==> src/rtl/wash_sense_timer.sv <==
// Purpose: debounces tub level switches, times wash/spin phases and watches fill duration for the washer controller.
// Latency: levels DEBOUNCE+1 edges after a raw change; timeouts WASH/SPIN_CYCLES edges after the phase starts; fault FILL_LIMIT+1 edges after fill starts.
// Backpressure: none; every input is sampled each cycle and every output is a level.
module wash_sense_timer #(
    parameter int WASH_CYCLES = 200,
    parameter int SPIN_CYCLES = 100,
    parameter int DEBOUNCE    = 4,
    parameter int FILL_LIMIT  = 1000,
    parameter int CNT_W       = 16
) (
    input  logic clk,
    input  logic reset,
    input  logic level_full_raw,
    input  logic level_empty_raw,
    input  logic motor_on,
    input  logic fill_value_on,
    input  logic drain_value_on,
    input  logic soap_wash,
    input  logic water_wash,
    output logic filled,
    output logic drained,
    output logic cycle_timeout,
    output logic spin_timeout,
    output logic fault
);

    localparam int DB_W = $clog2(DEBOUNCE);
    localparam logic [DB_W-1:0]  DB_LAST   = DB_W'(DEBOUNCE - 1);
    localparam logic [CNT_W-1:0] WASH_LAST = CNT_W'(WASH_CYCLES - 1);
    localparam logic [CNT_W-1:0] SPIN_LAST = CNT_W'(SPIN_CYCLES - 1);
    localparam logic [CNT_W-1:0] FILL_MAX  = CNT_W'(FILL_LIMIT);

    typedef enum logic [2:0] {
        IDLE,
        WASH_RUN,
        WASH_DONE,
        SPIN_RUN,
        SPIN_DONE
    } state_t;

    // Channel 0 is the full switch, channel 1 the empty switch.
    logic [1:0]      raw_in;
    logic [1:0]      sync1;
    logic [1:0]      sync2;
    logic [1:0]      stable;
    logic [DB_W-1:0] deb_cnt [2];

    state_t           state;
    state_t           state_nxt;
    logic [CNT_W-1:0] phase_cnt;
    logic [CNT_W-1:0] phase_cnt_nxt;
    logic [CNT_W-1:0] wd_cnt;

    logic wash_cond;
    logic spin_cond;
    logic fill_cond;

    assign raw_in    = {level_empty_raw, level_full_raw};
    assign wash_cond = motor_on & (soap_wash | water_wash) & ~drain_value_on;
    assign spin_cond = motor_on & drain_value_on;

    // Full wins when both switches read high, so drained needs full clear.
    assign filled    = stable[0];
    assign drained   = stable[1] & ~stable[0];
    assign fill_cond = fill_value_on & ~filled;

    // Two-flop synchronizer plus debounce: accept a new level after DEBOUNCE consecutive disagreeing samples.
    always_ff @(posedge clk or negedge reset) begin
        if (!reset) begin
            sync1  <= '0;
            sync2  <= '0;
            stable <= '0;
            for (int i = 0; i < 2; i++) deb_cnt[i] <= '0;
        end else begin
            sync1 <= raw_in;
            sync2 <= sync1;
            for (int i = 0; i < 2; i++) begin
                if (sync2[i] != stable[i]) begin
                    if (deb_cnt[i] == DB_LAST) begin
                        stable[i]  <= sync2[i];
                        deb_cnt[i] <= '0;
                    end else begin
                        deb_cnt[i] <= deb_cnt[i] + DB_W'(1);
                    end
                end else begin
                    deb_cnt[i] <= '0;
                end
            end
        end
    end

    // Phase FSM state, counter and registered timeout decodes of the next state.
    always_ff @(posedge clk or negedge reset) begin
        if (!reset) begin
            state         <= IDLE;
            phase_cnt     <= '0;
            cycle_timeout <= 1'b0;
            spin_timeout  <= 1'b0;
        end else begin
            state         <= state_nxt;
            phase_cnt     <= phase_cnt_nxt;
            cycle_timeout <= (state_nxt == WASH_DONE);
            spin_timeout  <= (state_nxt == SPIN_DONE);
        end
    end

    // Next-state logic: a run aborts when its condition drops; a done state waits for the controller to move on.
    always_comb begin
        state_nxt     = state;
        phase_cnt_nxt = phase_cnt;
        case (state)
            IDLE: begin
                if (wash_cond) begin
                    state_nxt     = WASH_RUN;
                    phase_cnt_nxt = '0;
                end else if (spin_cond) begin
                    state_nxt     = SPIN_RUN;
                    phase_cnt_nxt = '0;
                end
            end
            WASH_RUN: begin
                if (!wash_cond) begin
                    state_nxt     = IDLE;
                    phase_cnt_nxt = '0;
                end else if (phase_cnt == WASH_LAST) begin
                    state_nxt = WASH_DONE;
                end else begin
                    phase_cnt_nxt = phase_cnt + CNT_W'(1);
                end
            end
            WASH_DONE: begin
                if (spin_cond) begin
                    state_nxt     = SPIN_RUN;
                    phase_cnt_nxt = '0;
                end else if (!wash_cond) begin
                    state_nxt = IDLE;
                end
            end
            SPIN_RUN: begin
                if (!spin_cond) begin
                    state_nxt     = IDLE;
                    phase_cnt_nxt = '0;
                end else if (phase_cnt == SPIN_LAST) begin
                    state_nxt = SPIN_DONE;
                end else begin
                    phase_cnt_nxt = phase_cnt + CNT_W'(1);
                end
            end
            SPIN_DONE: begin
                if (!spin_cond) begin
                    state_nxt = IDLE;
                end
            end
            default: begin
                state_nxt     = IDLE;
                phase_cnt_nxt = '0;
            end
        endcase
    end

    // Fill watchdog: count unfilled fill time, saturate at the limit, latch the fault once it is reached.
    always_ff @(posedge clk or negedge reset) begin
        if (!reset) begin
            wd_cnt <= '0;
            fault  <= 1'b0;
        end else begin
            if (fill_cond) begin
                if (wd_cnt != FILL_MAX) wd_cnt <= wd_cnt + CNT_W'(1);
            end else begin
                wd_cnt <= '0;
            end
            if (wd_cnt == FILL_MAX) fault <= 1'b1;
        end
    end

endmodule

==> config.mk <==
export PLATFORM = sky130hd
export DESIGN_NAME = wash_sense_timer
export DESIGN_NICKNAME = d
export VERILOG_FILES = /design/src/rtl/wash_sense_timer.sv
export SDC_FILE = /design/constraint.sdc
export NUM_CORES = 1
export LEC_CHECK = 0
export ABC_AREA = 1
export BUFFER_PORTS_ARGS = -buffer_cell sky130_fd_sc_hd__buf_2
export CAP_MARGIN = 20
export CORE_MARGIN = 2
export CORE_UTILIZATION = 38
export CTS_CLUSTER_DIAMETER = 30
export CTS_CLUSTER_SIZE = 40
export DETAILED_ROUTE_END_ITERATION = 8
export GPL_ROUTABILITY_DRIVEN = 0
export SLEW_MARGIN = 10
export SYNTH_ARGS = -nofsm -noshare
export SYNTH_HDL_FRONTEND = slang
export SYNTH_SLANG_ARGS = --single-unit
export TNS_END_PERCENT = 1
==> constraint.sdc <==
create_clock -name clk -period 1.8 [get_ports clk]
set_input_delay 0.18 -clock clk [delete_from_list [all_inputs] [get_ports clk]]
set_output_delay 0.18 -clock clk [all_outputs]
set_load 0.005 [all_outputs]
==> flow_summary_export.csv <==
group,metric,value,unit
global_routing,grt_pass1_wl,10640,um
timing,period_minus_slack,1.674,ns
timing,fin_setup_tns,0,ns
floorplanning,die_w,90.47,um
critical_path,critical_path_arrival,1.88,ns
pwr,vdd.ir_drop.worst,375.0,uV
pwr,p_leak,1.497,nW
synthesis,synthArstFlopShare,100.0,%
timing,max_freq,597.4,MHz
cells_and_area,drive_above_1_share,14.25,%
floorplanning,core.rowCount,31,
cts,clockBufferDepth,2,
drt,drt-vias-per-instance,4.911,
cells_and_area,final_util,44.13,%
synthesis,synth_area_leaders,"dfrtp_1 42%, nand2_1 13%, nor2_1 6.5%",
synthesis,synth_top_area_cell,"dfrtp_1",
cts,cts-root-buf,"clkbuf_8",
floorplanning,fp.dieH,90.47,um
timing,setup_violations,0,
placed_design,io_buffers,13,
cts,cts_buffers,5,
floorplanning,die_area,0.008185,mm^2
floorplanning,initial_utilization,39.18,%
timing,tightest_slew,0.3658,ns
pwr,power.density,889.7,mW/mm^2
synthesis,synth.ff_latch_count,48,
synthesis,yosys_warnings,0,
critical_path,critPathKind,"flip-flop to flip-flop",
cts,cts.htree.levels,2,
global_routing,track_usage,15.77,%
pwr,p_total,0.002848,W
synthesis,yosysTopAreaCellShare,42.27,%
cells_and_area,diodes,0,
cts,clkSinkCount,48,
drt,drtIter0Drc,114,
drt,wire_per_inst,12.04,um
synthesis,synth.distinct_cells,36,
synthesis,synth_area_per_cell,7.438,um^2
timing,period_share,93.00,%
job,cap_violations,0,
global_routing,overflow,0,
cells_and_area,multiInputGateArea,0.001419,mm^2
critical_path,critPathCaptureType,"flip-flop",
synthesis,syn_area,0.002841,mm^2
drt,drc,0,
cells_and_area,nets,420,
synthesis,syn-num-nets,396,
timing,skew,0.004840,ns
cts,cts_setup_buffers,0,
critical_path,startpoint_type,"flip-flop",
cells_and_area,seq_area,0.001201,mm^2
floorplanning,core_area,0.007253,mm^2
synthesis,synth_ff_type,"dfrtp_1",
critical_path,cp.required,2.01,ns
timing,slew_headroom,75.58,%
worst_hold_path,holdPathStages,4,
synthesis,syn_inst,382,
worst_hold_path,hp-class,"input port to flip-flop",
timing,slew_viol_final,0,
outcome,outcome,"complete, no violations",
drt,drt-pass1-iter-count,4,
drt,drt_wl_total,6093,um
timing,hold_violations,0,
synthesis,synth-edff-count,0,
global_routing,antenna_found_initial,0,
cells_and_area,area_growth,12.64,%
timing,rsz0062_at_grt,"true",
drt,vias,2485,
cts,clk_latency,0.31,ns
cts,path_clk_slew,0.10,ns
placed_design,hpwl,4374,um
synthesis,ys_seq_area_share,42.27,%
drt,ant_nets,0,
global_routing,first_global_vias,2360,
cts,tritoncts,"done",
floorplanning,io-pin-count,14,
global_routing,grt_max_degree,49,
critical_path,crit_path_max_fanout,9,
cells_and_area,nFillCells,743,
critical_path,worstRegToRegCells,9,
worst paths after layout:
kind / slack, ns / startpoint / endpoint
worst max register to register: 0.13 / phase_cnt[1]$_DFFE_PN0P_ / phase_cnt[15]$_DFFE_PN0P_
max in group asynchronous: 1.19 / reset / phase_cnt[15]$_DFFE_PN0P_
worst max-delay path: 0.13 / phase_cnt[1]$_DFFE_PN0P_ / phase_cnt[15]$_DFFE_PN0P_
worst min-delay path: 0.26 / fill_value_on / wd_cnt[8]$_DFFE_PN0P_
min in group asynchronous: 0.38 / reset / sync2[0]$_DFF_PN0_
worst min register to register: 0.36 / sync1[1]$_DFF_PN0_ / sync2[1]$_DFF_PN0_
per-layer routing:
layer	global-route usage (%)	part of all wire (%)	up-vias
met5	0	0	-
met4	4.359	1.6	0
met3	2.588	4.0	13
met2	26.99	47	55
met1	20.59	47	1131
li1	-	-	1286
logic make-up (layout without fill, tap and decap cells):
logic type	after synthesis	after routing	synth area share, %
AND/OR/NAND/NOR	224	224	37.16
buffers and inverters	55	80	8.058
flip-flops	48	48	42.27
AO/OA/AOI/OAI	43	43	8.146
XOR/XNOR	7	7	2.158
adder cells (fa/ha/maj)	5	5	2.202
cell usage after synthesis, types with 4 or more instances:
library cell and instances:
a21oi_1 13, dfrtp_1 48, ha_1 5, inv_1 44, nand2_1 95, nand2_2 5, nand3_1 26, nand3_2 5
nand4_1 13, nor2_1 49, nor2_2 9, nor3_1 9, o21ai_0 17, o21ai_1 9, xnor2_1 4
state kept, by name (all words and copies together) (netlist names):
signal         count
deb_cnt            4
spin_timeout       1
state              3
cycle_timeout      1
sync1              2
phase_cnt         16
stable             2
wd_cnt            16
fault              1
sync2              2
worst max-delay path: stages (launching register included):
cell and delay [ns]:
dfrtp_1 0.43, ha_1 0.25, nand3_1 0.10, nor2_1 0.07, nand3_2 0.13, nand2_1 0.10
nor2_4 0.26, nand2_2 0.10, nor2_2 0.10, nor2_2 0.04
stage by stage:
step / area [um^2] / instances / hold WS, ns / setup WS, ns
floorplan: 2841 / 382 / -0.1156 / 0.3304
global placement: 3048 / 495 / 0.1887 / 0.08844
detailed placement: 3048 / 495 / 0.1879 / 0.06809
CTS: 3193 / 506 / 0.2537 / 0.05240
global route: 3201 / 506 / 0.2795 / -0.01841
finish: 3201 / 506 / 0.2590 / 0.1260
power breakdown:
part,total [W],internal (W),switching (W)
Sequential,0.00130,0.00119,0.000113
Combinational,0.000732,0.000271,0.000462
Clock,0.000814,0.000419,0.000395
Total,0.00285,0.00188,0.000970
cells in the final DEF (no fill, tap or decap), drive strengths merged:
master	n
nor4	2
clkbuf	5
clkinvlp	1
nand4	14
a21oi	13
or2	1
buf	19
clkinv	3
o22ai	1
xnor2	4
dfrtp	48
nand3b	2
o2111ai	1
and2	1
dlygate4sd3	3
nor2	60
o21bai	1
nor3	11
and3	1
inv	48
nand2	101
ha	5
nand3	31
xor2	3
a211oi	1
bufinv	1
o21ai	26
what timing repair did:
action                                 4_1_cts  5_1_grt
endpoints found under the hold margin       50        0
hold buffers                                 3        0
resized for setup                            0        1
setup endpoints to repair                    0        3
area by class of cell:
type	instances	share of cell area (%)
multi-input cells	279	44.33
flip-flops and latches	48	37.53
inverters	50	5.903
repair buffers	22	4.769
well taps	99	3.870
clock buffers	5	2.150
clock inverters	3	1.446
(Power assumes the default switching activity.)
